[config.mk]
export PLATFORM = sky130hd
export DESIGN_NAME = fitness_report_tx
export DESIGN_NICKNAME = d
export VERILOG_FILES = /design/src/rtl/fitness_report_tx.sv
export SDC_FILE = /design/constraint.sdc
export NUM_CORES = 1
export LEC_CHECK = 0
export CORE_ASPECT_RATIO = 1.4
export CORE_MARGIN = 1
export CORE_UTILIZATION = 50
export CTS_CLUSTER_DIAMETER = 50
export DETAILED_ROUTE_END_ITERATION = 7
export PLACE_DENSITY = 0.74
export SYNTH_ARGS = -nofsm -noshare
export SYNTH_HDL_FRONTEND = slang
export SYNTH_SLANG_ARGS = --single-unit
[constraint.sdc]
create_clock -name clk -period 5.65 [get_ports clk]
set_input_delay 1.4125 -clock clk [delete_from_list [all_inputs] [get_ports clk]]
set_output_delay 1.4125 -clock clk [all_outputs]
set_load 0.005 [all_outputs]
[src/rtl/fitness_report_tx.sv]
// Serial 8N1 transmitter for fitness tracker results: snapshots the tracker
// outputs on send and shifts them out as a fixed 16-byte frame with an XOR checksum.
module fitness_report_tx #(
    parameter int         CLKS_PER_BIT = 16,
    parameter logic [7:0] HEADER       = 8'hA5
) (
    input  logic        clk,
    input  logic        rst,
    input  logic        send,
    input  logic [7:0]  seconds_Run,
    input  logic [7:0]  seconds_Walk,
    input  logic [7:0]  seconds_Cycle,
    input  logic [23:0] calories_Run,
    input  logic [23:0] calories_Walk,
    input  logic [23:0] calories_Cycle,
    input  logic [7:0]  speed,
    input  logic [7:0]  THR,
    output logic        tx,
    output logic        busy,
    output logic        done
);

    typedef enum logic [1:0] {
        IDLE  = 2'd0,
        START = 2'd1,
        DATA  = 2'd2,
        STOP  = 2'd3
    } state_t;

    localparam logic [15:0] LAST_CNT = 16'(CLKS_PER_BIT - 1);

    function automatic logic [7:0] xor_checksum(input logic [13:0][7:0] payload);
        logic [7:0] acc;
        acc = 8'h00;
        for (int i = 0; i < 14; i++) begin
            acc = acc ^ payload[i];
        end
        return acc;
    endfunction

    state_t           state_r;
    logic [15:0]      baud_cnt_r;
    logic [2:0]       bit_idx_r;
    logic [3:0]       byte_idx_r;
    logic [15:0][7:0] frame_r;
    logic             tx_r;
    logic             busy_r;
    logic             done_r;

    logic [13:0][7:0] payload_s;
    logic [15:0][7:0] frame_s;
    logic             bit_end_s;
    logic [7:0]       cur_byte_s;
    logic [2:0]       next_bit_s;

    // Assemble the candidate frame from the live inputs; it is only latched in IDLE.
    always_comb begin
        payload_s[0]  = seconds_Run;
        payload_s[1]  = seconds_Walk;
        payload_s[2]  = seconds_Cycle;
        payload_s[3]  = calories_Run[23:16];
        payload_s[4]  = calories_Run[15:8];
        payload_s[5]  = calories_Run[7:0];
        payload_s[6]  = calories_Walk[23:16];
        payload_s[7]  = calories_Walk[15:8];
        payload_s[8]  = calories_Walk[7:0];
        payload_s[9]  = calories_Cycle[23:16];
        payload_s[10] = calories_Cycle[15:8];
        payload_s[11] = calories_Cycle[7:0];
        payload_s[12] = speed;
        payload_s[13] = THR;
        frame_s[0]    = HEADER;
        frame_s[14:1] = payload_s;
        frame_s[15]   = xor_checksum(payload_s);
        bit_end_s     = (baud_cnt_r == LAST_CNT);
        cur_byte_s    = frame_r[byte_idx_r];
        next_bit_s    = bit_idx_r + 3'd1;
    end

    // Frame sequencer; tx is loaded with the value of the bit that starts on this edge.
    always_ff @(posedge clk or negedge rst) begin
        if (!rst) begin
            state_r    <= IDLE;
            baud_cnt_r <= 16'd0;
            bit_idx_r  <= 3'd0;
            byte_idx_r <= 4'd0;
            frame_r    <= '0;
            tx_r       <= 1'b1;
            busy_r     <= 1'b0;
            done_r     <= 1'b0;
        end else begin
            done_r <= 1'b0;
            case (state_r)
                IDLE: begin
                    baud_cnt_r <= 16'd0;
                    bit_idx_r  <= 3'd0;
                    byte_idx_r <= 4'd0;
                    if (send) begin
                        frame_r <= frame_s;
                        tx_r    <= 1'b0;
                        busy_r  <= 1'b1;
                        state_r <= START;
                    end else begin
                        tx_r    <= 1'b1;
                        busy_r  <= 1'b0;
                    end
                end
                START: begin
                    if (bit_end_s) begin
                        baud_cnt_r <= 16'd0;
                        bit_idx_r  <= 3'd0;
                        tx_r       <= cur_byte_s[0];
                        state_r    <= DATA;
                    end else begin
                        baud_cnt_r <= baud_cnt_r + 16'd1;
                    end
                end
                DATA: begin
                    if (bit_end_s) begin
                        baud_cnt_r <= 16'd0;
                        if (bit_idx_r == 3'd7) begin
                            tx_r    <= 1'b1;
                            state_r <= STOP;
                        end else begin
                            bit_idx_r <= next_bit_s;
                            tx_r      <= cur_byte_s[next_bit_s];
                        end
                    end else begin
                        baud_cnt_r <= baud_cnt_r + 16'd1;
                    end
                end
                STOP: begin
                    if (bit_end_s) begin
                        baud_cnt_r <= 16'd0;
                        if (byte_idx_r == 4'd15) begin
                            tx_r    <= 1'b1;
                            busy_r  <= 1'b0;
                            done_r  <= 1'b1;
                            state_r <= IDLE;
                        end else begin
                            byte_idx_r <= byte_idx_r + 4'd1;
                            tx_r       <= 1'b0;
                            state_r    <= START;
                        end
                    end else begin
                        baud_cnt_r <= baud_cnt_r + 16'd1;
                    end
                end
                default: begin
                    state_r    <= IDLE;
                    baud_cnt_r <= 16'd0;
                    bit_idx_r  <= 3'd0;
                    byte_idx_r <= 4'd0;
                    tx_r       <= 1'b1;
                    busy_r     <= 1'b0;
                end
            endcase
        end
    end

    assign tx   = tx_r;
    assign busy = busy_r;
    assign done = done_r;

endmodule

=== Yosys cells after proc, flatten, opt, wreduce, memory -nomap -nowiden ===
Index checks and enable logic that the tools add are counted.

* Reduce and logical (&&, ||, !) cells: 10
* $add $sub $neg: 3
* Mux-type cells: 33
* Eq/ne operators: 14
* Bitwise operators: 13
* Magnitude comparators: 2

{| class="wikitable"
|+ Operators with widths
! operator !! number
|-
| $xor 8x8->8 || 13
|-
| $bmux 8 s4 || 1
|-
| $pmux 16 s2 || 1
|-
| $add 16x1->16 const B || 1
|-
| $eq 16x4->1 const B || 1
|-
| $mux 16 || 1
|-
| $ne 2x2->1 const B || 8
|-
| $mux 1 || 13
|-
| $mux 2 || 5
|-
| $mux 3 || 3
|-
| $pmux 3 s3 || 1
|-
| $reduce_and 3->1 || 3
|-
| $mux 4 || 2
|-
| $mux 8 || 1
|-
| $pmux 2 s4 || 1
|-
| $pmux 4 s2 || 1
|-
| $lt 4x5->1 const B || 1
|-
| $reduce_and 5->1 || 1
|-
| $add 4x1->4 const B || 1
|-
| $eq 2x2->1 const B || 2
|-
| $eq 4x4->1 const B || 1
|-
| $lt 3x4->1 const B || 1
|-
| $pmux 1 s4 || 1
|-
| $reduce_and 4->1 || 1
|-
| other kinds (10) || 10
|}

* Register bits: 149
* Output and inout port bits: 3

=== Longest topological paths before layout ===
* Word-level depth: 13
* Depth in mapped cells: 10

=== Worst setup path after synthesis ===
Ideal clock, no wire load.

* Path kind: input-to-reg
* Start: in send
* End: reg frame_r[100] (netlist bit)
* Required time: 5.525 ns
* Arrival time: 2.501 ns
* Path slack: 3.024 ns
* Setup time: 0.125 ns
* Cell stages on the path: 4
* Path through: nand2_1 -> clkbuf_1 -> clkbuf_1 -> mux2_2

* Cells in the longest elaborated chain, start to end: 1

{| class="wikitable"
|+ Ends and longest elaborated chain
! item !! RTL line !! RTL
|-
| start, declared || 9 || <nowiki>input logic send,</nowiki>
|-
| $reduce_and 2->1 (no line) || n/a ||
|-
| end signal, assigned || 99 || <nowiki>frame_r <= frame_s;</nowiki>
|-
| end, declared || 45 || <nowiki>logic [15:0][7:0] frame_r;</nowiki>
|}

Every way passes these cells.
A chain may end at the register's enable or synchronous reset.

=== Final worst setup path ===
* Start: in send
* End: reg frame_r[15] (netlist bit)

Same word-level chain as after synthesis.

==> summary.md <==
| Metric | Value |
|---|---|
| Number of iterations in the first detailed-routing pass | `4` |
| Nets@finish | `870` |
| Hold Crit Class | `register to register` |
| Post-Synthesis Net Count | `764` |
| Startpoint of the lowest-slack register-to-register path | `byte_idx_r[0]$_DFFE_PN0P_` |
| Count of cell types in the netlist | `54` |
| Wire length of the first global-routing pass | `28.5 mm` |
| Number of standard cells after synthesis | `640` |
| Maximum fanout along the worst path | `67` |
| Peak supply drop | `0.000240 V` |
| DIE HEIGHT | `151 um` |
| Clock transition at path regs | `50 ps` |
| Layout filler cell count | `1226` |
| CTS sink count | `149` |
| Worst Path Required | `5950 ps` |
| N_diodes | `0` |
| Area occupied by multi-input gates | `0.00403 mm^2` |
| Port Buf Inserts | `117` |
| Fraction of the mapped netlist area in simple logic gates | `5.77%` |
| Number of flops mapped to enable cells by yosys | `0` |
| Crit path time final | `3190 ps` |
| Total routing resource utilization after global routing | `23.1%` |
| Overall overflow remaining after global route | `0` |
| Number of non-filler instances in the completed layout | `955` |
| Initial detailed-routing violation count | `228` |
| Remaining number of nets flagged by the antenna check after routing | `0` |
| Predominant post-synthesis flop cell | `sky130_fd_sc_hd__dfrtp_1` |
| Post-Synth Adder-Cell Area | `1.41%` |
| Number of warnings printed during yosys synthesis | `0` |
| Setup-failing EPs final | `0` |
| Total cell area at the placement stage | `0.00925 mm^2` |
| Maxcap violations | `0` |
| Status | `finished clean` |
| Total Die Area | `0.0165 mm^2` |
| Placed wire-length estimate | `12.5 mm` |
| Share of layout cells above drive strength 1 | `22.3%` |
| Mapped cell area | `0.00798 mm^2` |
| Sort of element at the start of the critical path | `input pin` |
| Synth Register Bits | `149` |
| Accumulated negative setup slack | `0 ps` |
| Root buffer cell | `sky130_fd_sc_hd__clkbuf_16` |
| Vias per Instance | `5.57` |
| Overall via count from detail_route | `5317` |
| Crit path kind | `input pin to register` |
| Maximum number of pins on one net before global-route repair | `111` |
| Xor/xnor cell area share of the yosys netlist | `13.1%` |
| Fraction of the mapped netlist area in compound gates | `5.50%` |
| Number of clock buffers inserted by TritonCTS | `17` |
| WL final | `17.4 mm` |
| Kind of end point of the critical path | `register` |
| CTS tree | `done` |
| Design Area, Final | `0.00984 mm^2` |
| Number of primary I/O pins | `118` |
| Max_slew headroom | `32.5%` |
| Portion of total power attributed to the clock network | `26.3%` |
| Quantity of gates resized following cts | `0` |
| Transition time at the pin with the least slew margin | `1010 ps` |
| Number of rows created at floorplan | `54` |
| Startpoint of the worst setup timing path | `send` |
| Power density relative to cell area | `431 mW/mm^2` |
| Sw frac | `28.5%` |
| Post-detailed-route wirelength per cell | `18.2 um` |
| Share of synthesized flip-flops with an asynchronous set or reset | `100%` |
| Via count of the first global-routing pass | `5759` |
| Unrepaired setup endpoints after global routing | `false` |
| DP Cell Count | `923` |
| Core Footprint | `0.0156 mm^2` |
| Worst hold path stage count | `1` |
| Final clock period utilization by the worst path | `56.4%` |
| Leakage component of the power | `3.94 nW` |
| Switching Power | `0.00121 W` |
| Starting density of the core | `51.1%` |
| Final setup skew | `10.3 ps` |
| Hold Crit Start | `baud_cnt_r[0]$_DFF_PN0_` |
| Multiplexer share of the synthesized area | `24.6%` |
| Int Pwr | `0.00303 W` |
| Area growth from synthesis to final layout | `23.3%` |
| Clock Latency Late Sink | `420 ps` |
| Gate power share | `31.6%` |
| H-tree level count | `4` |
| Per-instance average area after synthesis | `12.5 um^2` |
| Flop pwr share | `42.1%` |
| Highest attainable clock frequency | `314 MHz` |
| Reg2reg path depth | `7` |
| WP data arrival | `3490 ps` |
| Fraction of the yosys area taken by sequential cells | `46.7%` |
| Placer congestion estimate | `0.804` |
| Largest family of logic cells by synthesized area | `multiplexers` |
| Horizontal extent of the die | `109 um` |
| Sequential cell area in the final layout | `0.00373 mm^2` |
| Post-CTS Setup Bufs | `0` |
| Number of remaining DRC errors | `0` |
| Final Max Slew Viols | `0` |
| Final Hold Fails | `0` |
| Initial antenna violation count | `0` |
| Hold-fix buffers, CTS | `0` |
| Clk buf depth | `2` |
| Finished Core Util | `63.0%` |
worst paths after layout:
kind | slack, ps | endpoint
max reg2reg | 2540 | tx$_DFFE_PN1P_
min | 450 | baud_cnt_r[0]$_DFF_PN0_
max in group asynchronous | 3430 | frame_r[118]$_DFFE_PN0P_
max | 2460 | frame_r[15]$_DFFE_PN0P_
min in group asynchronous | 1100 | baud_cnt_r[11]$_DFF_PN0_
min reg2reg | 450 | baud_cnt_r[0]$_DFF_PN0_
synthesized netlist by cell type (4+ instances only):
cell type | n | area (um^2)
sky130_fd_sc_hd__a21oi_1 | 13 | 65.1
sky130_fd_sc_hd__mux2_2 | 122 | 1370
sky130_fd_sc_hd__ha_1 | 9 | 113
sky130_fd_sc_hd__nor4_1 | 4 | 25.0
sky130_fd_sc_hd__nand4_1 | 8 | 50.1
sky130_fd_sc_hd__nor2_1 | 34 | 128
sky130_fd_sc_hd__xnor2_1 | 96 | 841
sky130_fd_sc_hd__buf_6 | 4 | 45.0
sky130_fd_sc_hd__a221oi_1 | 4 | 35.0
sky130_fd_sc_hd__mux2i_1 | 17 | 170
sky130_fd_sc_hd__xor2_1 | 23 | 201
sky130_fd_sc_hd__dfrtp_1 | 148 | 3700
sky130_fd_sc_hd__buf_1 | 5 | 18.8
sky130_fd_sc_hd__inv_1 | 10 | 37.5
sky130_fd_sc_hd__mux4_1 | 10 | 263
sky130_fd_sc_hd__nand2b_1 | 4 | 25.0
sky130_fd_sc_hd__o21ai_0 | 17 | 85.1
sky130_fd_sc_hd__nand2_1 | 22 | 82.6
sky130_fd_sc_hd__clkbuf_1 | 17 | 63.8
sky130_fd_sc_hd__nor2b_1 | 5 | 31.3
sky130_fd_sc_hd__mux4_2 | 7 | 158
sky130_fd_sc_hd__nand3_1 | 8 | 40.0
stage by stage:
| step | power (W) | worst slack, ps | hold WS, ps |
|---|---|---|---|
| floorplan | 0.00274 | 3020 | 425 |
| global placement | 0.00304 | 2100 | 440 |
| detailed placement | 0.00314 | 2040 | 452 |
| CTS | 0.00427 | 2490 | 460 |
| global route | 0.00449 | 2330 | 481 |
| finish | 0.00424 | 2460 | 455 |
state kept, by name, indices dropped and copies added, names as in the netlist:
signal,cells
frame_r,121
bit_idx_r,3
busy,1
byte_idx_r,4
tx,1
state_r,2
baud_cnt_r,16
done,1
cells in the final DEF, fill, tap and decap left out, types with 3 or more instances in the layout:
| master | synthesis | routed |
|---|---|---|
| sky130_fd_sc_hd__inv_1 | 10 | 10 |
| sky130_fd_sc_hd__nand4_1 | 8 | 8 |
| sky130_fd_sc_hd__clkbuf_8 | 0 | 4 |
| sky130_fd_sc_hd__mux4_2 | 7 | 7 |
| sky130_fd_sc_hd__mux2_2 | 122 | 122 |
| sky130_fd_sc_hd__clkinv_2 | 0 | 5 |
| sky130_fd_sc_hd__clkbuf_16 | 0 | 17 |
| sky130_fd_sc_hd__dfrtp_1 | 148 | 146 |
| sky130_fd_sc_hd__and4_1 | 3 | 3 |
| sky130_fd_sc_hd__nand2_1 | 22 | 21 |
| sky130_fd_sc_hd__mux2i_1 | 17 | 17 |
| sky130_fd_sc_hd__xor2_1 | 23 | 23 |
| sky130_fd_sc_hd__a211oi_1 | 3 | 3 |
| sky130_fd_sc_hd__xnor2_1 | 96 | 96 |
| sky130_fd_sc_hd__clkdlybuf4s50_1 | 0 | 116 |
| sky130_fd_sc_hd__a21oi_1 | 13 | 13 |
| sky130_fd_sc_hd__nand3_1 | 8 | 8 |
| sky130_fd_sc_hd__and3_1 | 3 | 3 |
| sky130_fd_sc_hd__o22ai_1 | 3 | 3 |
| sky130_fd_sc_hd__nor4_1 | 4 | 4 |
| sky130_fd_sc_hd__a221oi_1 | 4 | 4 |
| sky130_fd_sc_hd__buf_4 | 3 | 4 |
| sky130_fd_sc_hd__nand2b_1 | 4 | 4 |
| sky130_fd_sc_hd__ha_1 | 9 | 9 |
| sky130_fd_sc_hd__nor3_1 | 3 | 3 |
| sky130_fd_sc_hd__nor2b_1 | 5 | 5 |
| sky130_fd_sc_hd__o21ai_0 | 17 | 17 |
| sky130_fd_sc_hd__nor2_1 | 34 | 34 |
| sky130_fd_sc_hd__mux4_1 | 10 | 10 |
power groups by stage:
| stage | sequential (W) | combinational (W) | clock [W] |
|---|---|---|---|
| floorplan | 0.00170 | 0.00103 | 0 |
| global placement | 0.00176 | 0.00128 | 0 |
| detailed placement | 0.00180 | 0.00134 | 0 |
| CTS | 0.00179 | 0.00136 | 0.00113 |
| global route | 0.00185 | 0.00147 | 0.00118 |
| finish | 0.00179 | 0.00134 | 0.00111 |
cell families (layout without fill, tap and decap cells):
group,count (synthesis),after routing
AND/OR/NAND/NOR,97,97
multiplexers,156,156
flip-flops,149,149
XOR/XNOR,119,119
AO/OA/AOI/OAI,65,65
buffers and inverters,45,164
adder cells (fa/ha/maj),9,9
critical path, stage by stage:
cell and delay (ps):
sky130_fd_sc_hd__clkdlybuf4s50_1 500, sky130_fd_sc_hd__nand2_4 640, sky130_fd_sc_hd__buf_4 490, sky130_fd_sc_hd__mux2_2 390
routing by layer:
layer  GRT usage, %  up-vias  routed length (um)
met5              0        -                   0
met4           10.2        0                 438
met3           4.06       28                 579
met2           42.2      120                9570
met1           26.0     2670                6820
li1               -     2499                   -
area by class of cell:
cell class / count / area share (%)
clock buffers: 23 / 4.96
clock inverters: 9 / 1.02
inverters: 11 / 0.420
multi-input cells: 446 / 40.9
flip-flops and latches: 149 / 37.9
well taps: 196 / 2.49
repair buffers: 121 / 12.2
Power figures use the tool's default switching activity.
==> edit, RTL diff (config.mk and constraints unchanged) <==
Register the output `done` once more; this adds one clock of latency there. The other outputs are not delayed to match.
--- a/src/rtl/fitness_report_tx.sv
+++ b/src/rtl/fitness_report_tx.sv
@@ -160,7 +160,9 @@
 
     assign tx   = tx_r;
     assign busy = busy_r;
-    assign done = done_r;
+    always_ff @(posedge clk) begin
+        done <= done_r;
+    end
 
 endmodule
 
Behaviour: no difference found for any inputs over 10 cycles, from zero or initial values and one cycle with rst low; that may be too few to reach the edited logic, so the function may still have changed.
==> edit against the unedited design <==
Largest cell class unchanged. Critical path depth stayed put. Utilization is 0.48 points higher. Cell area is 1.6% higher. Wire length is 0.51% lower. First-iteration DRC count is 26% higher. Synthesized cell count is 0.63% lower. Worst setup slack better by 7.3 ps. Non-clock buffer count is 1 higher. Total power is 3.9% higher. Sequential cell count is 1 higher. Area after synthesis is 1.7% higher.
==> edit: results (changes against the unedited design) <==
metric,value,unit,change
Critical-path top delay cell,buf_4,,
share of cells above drive strength 1,0.245,,+0.0224
wl on met1,6910,µm,+1.2%
Clock group,1.24,mW,+12%
worst reg2reg setup slack,2890,ps,+350 ps
first-pass GRT wire length,27700,µm,-2.7%
Commonest cells post-synth,"148 x dfrtp_1, 127 x mux2_2, 94 x xnor2_1",,
Non-clk bufs,122,,+0.83%
Placement Cell Area,0.00934,mm²,+1.0%
maximum VDD drop,0.242,mV,+1.1%
worst slack at placement,2060,ps,+25.9 ps
largest net degree at the start of global routing,106,,-4.5%
metal3 WL,674,µm,+16%
Final Wtd Congestion,0.792,,-1.5%
Tcrit/Tclk final,0.563,,-0.00129
hold_ws,363,ps,-91.6 ps
"Net Count, Synth",760,,-0.52%
GR Util met2,0.395,,-0.0277
Post-CTS Resized,0,,unchanged
NonClk Buf Share,0.121,,-0.00122
ranking of synthesized cells by area,"dfrtp_1 46%, mux2_2 18%, xnor2_1 10%",,
crit-path max cell delay,690,ps,+50 ps
Max-slew headroom,0.362,,+0.0374
Power Density,440,mW/mm²,+2.2%
status,"finished, final reports clean",,
Int Power,3.17,mW,+4.6%
WL per Instance,18.1,µm,-0.51%
Fillers,1249,,+1.9%
Clock-cell share,0.0656,,+0.00579
post-route cell area,0.0100,mm²,+1.6%
Critical Path AT,3480,ps,about the same
post-synthesis compound-gate area fraction,0.0518,,-0.00323
CTS Buf Count,17,,unchanged
GRT Util Overall,0.219,,-0.0119
clock buf count,20,,-13%
Leak Pwr,3.99,nW,+1.5%
number of global-route vias before repair,5618,,-2.4%
Syn Inst Count,636,,-0.63%
synth unique cells,59,,+9.3%
multi-input gates,444,,-0.45%
Clock Sinks,150,,+0.67%
XOR/XNOR Fraction of Synth Area,0.125,,-0.00541
met1 usage,0.253,,-0.00730
Multi-input gate area,0.00409,mm²,+1.7%
Reg area,0.00375,mm²,+0.50%
ys async rst share,0.993,,-0.00667
Crit Path Max Fanout,65,,-3.0%
met2 WL,9350,µm,-2.2%
DR iter-0 viols,287,,+26%
mux contribution to synthesized area,0.251,,+0.00515
met3 Use GR,0.0372,,-0.00342
==> edit: cell types whose count changed after synthesis, sizes merged, moves of 3 or more <==
cell	delta
mux4	+3
or2b	+3
nand2	+3
nor2b	-3
o21ai	+3
buf	-5
mux2	+5
and2	+3
or3	+3
nand4	-4
mux2i	-6
nor2	-8
==> edit: path summary, 6_finish.rpt <==
| path | startpoint | end | cells after the start |
|---|---|---|---|
| setup / recovery | send | frame_r[67] | 4 |
| hold / removal | done_r | done | 0 |
| setup reg to reg | byte_idx_r[0] | tx | 6 |
| hold reg to reg | done_r | done | 0 |
| max in group asynchronous | rst | frame_r[126] | 2 |
| min in group asynchronous | rst | frame_r[71] | 1 |
==> edit: cell families (layout without fill, tap and decap cells) <==
group                    after synthesis  in the layout
multiplexers                         158            158
flip-flops                           150            150
XOR/XNOR                             116            116
AND/OR/NAND/NOR                       99             99
AO/OA/AOI/OAI                         62             62
buffers and inverters                 42            165
adder cells (fa/ha/maj)                9              9
